==> src/rtl/parking_pkg.sv <==
// Shared types and constants for the parking entry gate.
// Latency: n/a (declarations only).
// Backpressure: n/a.
package parking_pkg;

  localparam int CAP_W = 8;

  typedef enum logic [1:0] {
    IDLE  = 2'd0,
    OPEN  = 2'd1,
    GUARD = 2'd2
  } state_t;

  // Timer must hold values up to max(OPEN_CYCLES, GUARD_CYCLES) - 1.
  function automatic int tmr_width(input int open_cycles, input int guard_cycles);
    int m;
    m = (open_cycles > guard_cycles) ? open_cycles : guard_cycles;
    return (m <= 2) ? 1 : $clog2(m);
  endfunction

endpackage

==> src/rtl/edge_detector.sv <==
// Rising-edge qualifier for a level sensor: rise = level now, low last cycle.
// Latency: combinational pulse in the same cycle the level is first sampled high.
// Backpressure: none; a held level yields exactly one pulse.
module edge_detector (
  input  logic clk,
  input  logic rst,
  input  logic level,
  output logic rise
);

  logic prev_q;
  logic prev_d;

  // Next history value is simply the current sample.
  always_comb begin
    prev_d = level;
  end

  // History register, cleared so a level already high after reset counts once.
  always_ff @(posedge clk) begin
    if (rst) prev_q <= 1'b0;
    else     prev_q <= prev_d;
  end

  assign rise = level & ~prev_q;

endmodule

==> src/rtl/parking_gate_controller.sv <==
// Entry-gate sequencer (IDLE/OPEN/GUARD) plus saturating free-space counter.
// Latency: gate and count change one cycle after the qualifying clock edge.
// Backpressure: none; enable is ignored outside IDLE, tailgaters are not counted.
module parking_gate_controller
  import parking_pkg::*;
#(
  parameter logic [CAP_W-1:0] CAPACITY     = 8'd200,
  parameter int               OPEN_CYCLES  = 16,
  parameter int               GUARD_CYCLES = 4
) (
  input  logic             clk,
  input  logic             rst,
  input  logic             enable,
  input  logic             car_passed,
  input  logic             car_exit,
  output logic [CAP_W-1:0] parking_capacity,
  output logic             gate_open,
  output logic             full,
  output logic             timeout
);

  localparam int               TMR_W      = tmr_width(OPEN_CYCLES, GUARD_CYCLES);
  localparam logic [TMR_W-1:0] OPEN_LAST  = TMR_W'(OPEN_CYCLES - 1);
  localparam logic [TMR_W-1:0] GUARD_LAST = TMR_W'(GUARD_CYCLES - 1);
  localparam logic [TMR_W-1:0] TMR_ONE    = TMR_W'(1);

  state_t             state_q, state_d;
  logic [TMR_W-1:0]   tmr_q, tmr_d;
  logic [CAP_W-1:0]   cnt_q, cnt_d;
  logic               gate_q, gate_d;
  logic               tmo_q, tmo_d;
  logic               entry;
  logic               pass_rise;
  logic               exit_rise;

  edge_detector u_pass_edge (
    .clk   (clk),
    .rst   (rst),
    .level (car_passed),
    .rise  (pass_rise)
  );

  edge_detector u_exit_edge (
    .clk   (clk),
    .rst   (rst),
    .level (car_exit),
    .rise  (exit_rise)
  );

  // Next state, shared timer, registered gate command and timeout pulse.
  always_comb begin
    state_d = state_q;
    tmr_d   = tmr_q;
    gate_d  = 1'b0;
    tmo_d   = 1'b0;
    entry   = 1'b0;
    case (state_q)
      IDLE: begin
        if (enable) begin
          state_d = OPEN;
          tmr_d   = '0;
          gate_d  = 1'b1;
        end
      end
      OPEN: begin
        gate_d = 1'b1;
        tmr_d  = tmr_q + TMR_ONE;
        if (pass_rise) begin
          // A car takes priority over a timeout landing on the same edge.
          entry   = 1'b1;
          state_d = GUARD;
          tmr_d   = '0;
          gate_d  = 1'b0;
        end else if (tmr_q == OPEN_LAST) begin
          tmo_d   = 1'b1;
          state_d = GUARD;
          tmr_d   = '0;
          gate_d  = 1'b0;
        end
      end
      GUARD: begin
        tmr_d = tmr_q + TMR_ONE;
        if (tmr_q == GUARD_LAST) begin
          state_d = IDLE;
          tmr_d   = '0;
        end
      end
      default: begin
        state_d = IDLE;
        tmr_d   = '0;
      end
    endcase
  end

  // Free-space count: bounds are checked before the add/sub so it never wraps.
  always_comb begin
    cnt_d = cnt_q;
    if (entry && !exit_rise) begin
      if (cnt_q != '0) cnt_d = cnt_q - CAP_W'(1);
    end else if (exit_rise && !entry) begin
      if (cnt_q < CAPACITY) cnt_d = cnt_q + CAP_W'(1);
    end
  end

  // State and datapath registers; reset wins over any simultaneous event.
  always_ff @(posedge clk) begin
    if (rst) begin
      state_q <= IDLE;
      tmr_q   <= '0;
      cnt_q   <= CAPACITY;
      gate_q  <= 1'b0;
      tmo_q   <= 1'b0;
    end else begin
      state_q <= state_d;
      tmr_q   <= tmr_d;
      cnt_q   <= cnt_d;
      gate_q  <= gate_d;
      tmo_q   <= tmo_d;
    end
  end

  assign parking_capacity = cnt_q;
  assign gate_open        = gate_q;
  assign timeout          = tmo_q;
  assign full             = (cnt_q == '0);

endmodule

==> config.mk <==
export PLATFORM = sky130hd
export DESIGN_NAME = parking_gate_controller
export DESIGN_NICKNAME = d
export VERILOG_FILES = /design/src/rtl/parking_pkg.sv /design/src/rtl/edge_detector.sv /design/src/rtl/parking_gate_controller.sv
export SDC_FILE = /design/constraint.sdc
export NUM_CORES = 1
export LEC_CHECK = 0
export BUFFER_PORTS_ARGS = -buffer_cell sky130_fd_sc_hd__buf_2
export CAP_MARGIN = 20
export CORE_MARGIN = 2
export CORE_UTILIZATION = 50
export DETAILED_ROUTE_END_ITERATION = 12
export PLACE_DENSITY = 0.71
export SLEW_MARGIN = 30
export SYNTH_ARGS = -nofsm -noshare
export SYNTH_HDL_FRONTEND = slang
export SYNTH_SLANG_ARGS = --single-unit
==> constraint.sdc <==
create_clock -name clk -period 4.3 [get_ports clk]
set_clock_uncertainty 0.15 [all_clocks]
set_input_delay 0.645 -clock clk [delete_from_list [all_inputs] [get_ports clk]]
set_output_delay 0.645 -clock clk [all_outputs]
set_load 0.005 [all_outputs]
==> flow_summary.ini <==
[min_path]
hold_end = tmr_q[0]$_SDFFE_PP0P_
hp-start = tmr_q[0]$_SDFFE_PP0P_
hold_class = register to register
min_path_cells = 2

[route]
post-route-drc-count = 0
ant_nets = 0
drt-pass1-iter-count = 4
vias = 1270
vias_per_cell = 6.11
wirelength_um = 2970
drtIter0Drc = 41
routed_wire_length_per_instance_um = 14.3

[timing]
holdWs_ns = 0.347
timing.final.hold_violations = 0
setup_violations = 0
worstMarginPinSlew_ns = 0.823
relSlewSlack = 0.452
period_share = 0.804
rsz0062_at_grt = false
min_period_ns = 3.46
final_max_slew_viol_count = 0
worst_slack_ns = 0.841
fmax_mhz = 289
setup_tns_ns = 0

[synth]
syn_nets = 184
synthTopCellsByCount = dfxtp_1 (18), nor2_1 (18), a21oi_1 (11)
synth_edf_count = 0
yosys_warnings = 0
yosys-top-cells-area = dfxtp_1 (26%), ha_1 (7.1%), nor2_1 (4.8%), a21oi_1 (3.9%), xor2_1 (3.7%)
postSynthAreaPerCell_um2 = 8.22
synth_seq_cells = 18
synthFlopType = dfxtp_1
synth_top_area_frac = 0.256
netlist_area_um2 = 1410
netlist_instances = 171
async_reset_ff_frac = 0
ys_seq_area_frac = 0.256
synth.distinct_cells = 52
synth.largest_area_cell = dfxtp_1

[placement]
placed_cells = 204
placedInstanceArea_um2 = 1430
io_buffers = 15
dp_slack_ns = 0.772
hpwl_um = 2130
gp_congestion = 0.829

[final_layout]
drive_gt1_frac = 0.175
antenna_cells = 0
fin_area_um2 = 1470
final_nets = 191
post-route-util = 0.542
layout-area-overhead-vs-synth_pct = 4.54
final_cells = 208

[setup_path]
r2r-start = state_q[1]$_SDFFE_PP0P_
critical_path_class = register to register
critPathMaxFanout = 25
r2r_slack_ns = 0.84
crit_arrival_ns = 3.53
worstSetupEndpointType = register
r2r-end = parking_capacity[6]$_SDFFE_PP1P_
worst_ep_required_time_ns = 4.37
reg2reg_depth = 12
start_kind = register

[clock_tree]
h-tree-depth = 1
clk_pin_slew_ns = 0.11
ctsHoldBuffers = 0
clk_latency_ns = 0.29
clkSinkCount = 18
ctsResizeCount = 0
cts_setup_buffers = 0
cts_tree = yes
numCtsBuffers = 3
cts_buffer_depth = 2
root_buffer = clkbuf_4

[floorplanning]
row_count = 19
io_pins = 16
coreArea_um2 = 2710
fp.dieH_um = 57.0
dieArea_um2 = 3250
start_util = 0.519
fp.dieW_um = 57.0

[global_route]
busiest_layer = met2
use_met2 = 0.327
grt_pass1_vias = 1163
grt_max_degree = 26
antenna_found_initial = 0
grt.total_usage = 0.198
use_met3 = 0.0363
grt_pass1_wl_um = 5130
grtUsageMet1 = 0.264
gr-total-overflow = 0

[power_and_ir_drop]
p_per_area_nw_per_um2 = 251
leakage_nw = 0.560
total_power_mw = 0.369
irDropWorstVdd_v = 0.000229

[outcome]
status = finished clean

[job]
maxCapViolations = 0
==> power by group <==
part           switching [mW]  internal [mW]  total, mW  leakage, nW
combinational          0.0514         0.0324     0.0838        0.393
clock                  0.0537         0.0515      0.105       0.0210
sequential            0.00692          0.173      0.180        0.146
==> sequential cells by signal, indices dropped and copies added, names as in the netlist <==
register            count
gate_open               1
parking_capacity        8
state_q                 2
timeout                 1
tmr_q                   4
u_exit_edge.prev_q      1
u_pass_edge.prev_q      1
==> cells by family after synthesis <==
logic type               count (synthesis)  synth area share
multiplexers                             4            0.0302
adder cells (fa/ha/maj)                  8            0.0712
buffers and inverters                   17            0.0721
AND/OR/NAND/NOR                         73             0.298
XOR/XNOR                                 6            0.0374
AO/OA/AOI/OAI                           45             0.235
flip-flops                              18             0.256
==> worst max-delay path: stages, from the launching register on <==
cell,delay [ns]
dfxtp_1,0.35
inv_1,0.11
ha_1,0.27
inv_1,0.06
nor2_1,0.16
ha_1,0.73
xor2_1,0.14
ha_1,0.27
a21boi_0,0.14
o22a_1,0.26
and4b_1,0.21
a311o_1,0.33
o31ai_2,0.21
==> cell usage in the layout, fill, tap and decap left out, types with 2 or more instances in the layout <==
cell type	Yosys	layout
nor2b_1	8	8
o21ai_0	8	8
nor3_1	4	4
and2_1	2	2
a21boi_0	2	2
a31oi_1	3	3
ha_1	8	8
nand3_1	6	6
nor2_2	2	2
a211o_1	3	3
clkbuf_4	0	3
a21oi_1	11	11
nand2_1	10	10
a32oi_1	2	2
nand2b_1	3	3
nand3b_1	2	2
mux2_2	2	2
or3b_1	3	3
inv_1	4	4
nand4_1	2	2
and4b_1	3	3
mux2i_1	2	2
a211oi_1	3	3
xor2_1	6	6
dfxtp_1	18	18
nor2_1	18	18
a311o_1	2	2
buf_2	3	15
==> how the worst max path moves through the flow <==
stage                             from                                to  slack (ns)  depth (start not counted)
2_1_floorplan               car_passed  parking_capacity[4]$_SDFFE_PP0P_        1.18                         12
3_3_place_gp                car_passed  parking_capacity[4]$_SDFFE_PP0P_        0.89                         11
3_5_place_dp                car_passed  parking_capacity[4]$_SDFFE_PP0P_        0.77                         11
4_1_cts        state_q[1]$_SDFFE_PP0P_  parking_capacity[6]$_SDFFE_PP1P_        0.87                         12
5_1_grt        state_q[1]$_SDFFE_PP0P_  parking_capacity[6]$_SDFFE_PP1P_        0.52                         12
6_report       state_q[1]$_SDFFE_PP0P_  parking_capacity[6]$_SDFFE_PP1P_        0.84                         12
==> routing by layer <==
layer / part of all wire / routed length (um)
met1: 0.47 / 1410
met2: 0.47 / 1390
met3: 0.053 / 157
met4: 0.0054 / 16
met5: 0 / 0
==> layout make-up <==
type	count	area (um2)
Inverter	4	15.0
Sequential cell	18	360
Fill cell	272	1240
Tap cell	31	38.8
Multi-Input combinational cell	136	945
Clock buffer	4	36.3
Timing Repair Buffer	15	75.1
(Power assumes the default switching activity.)
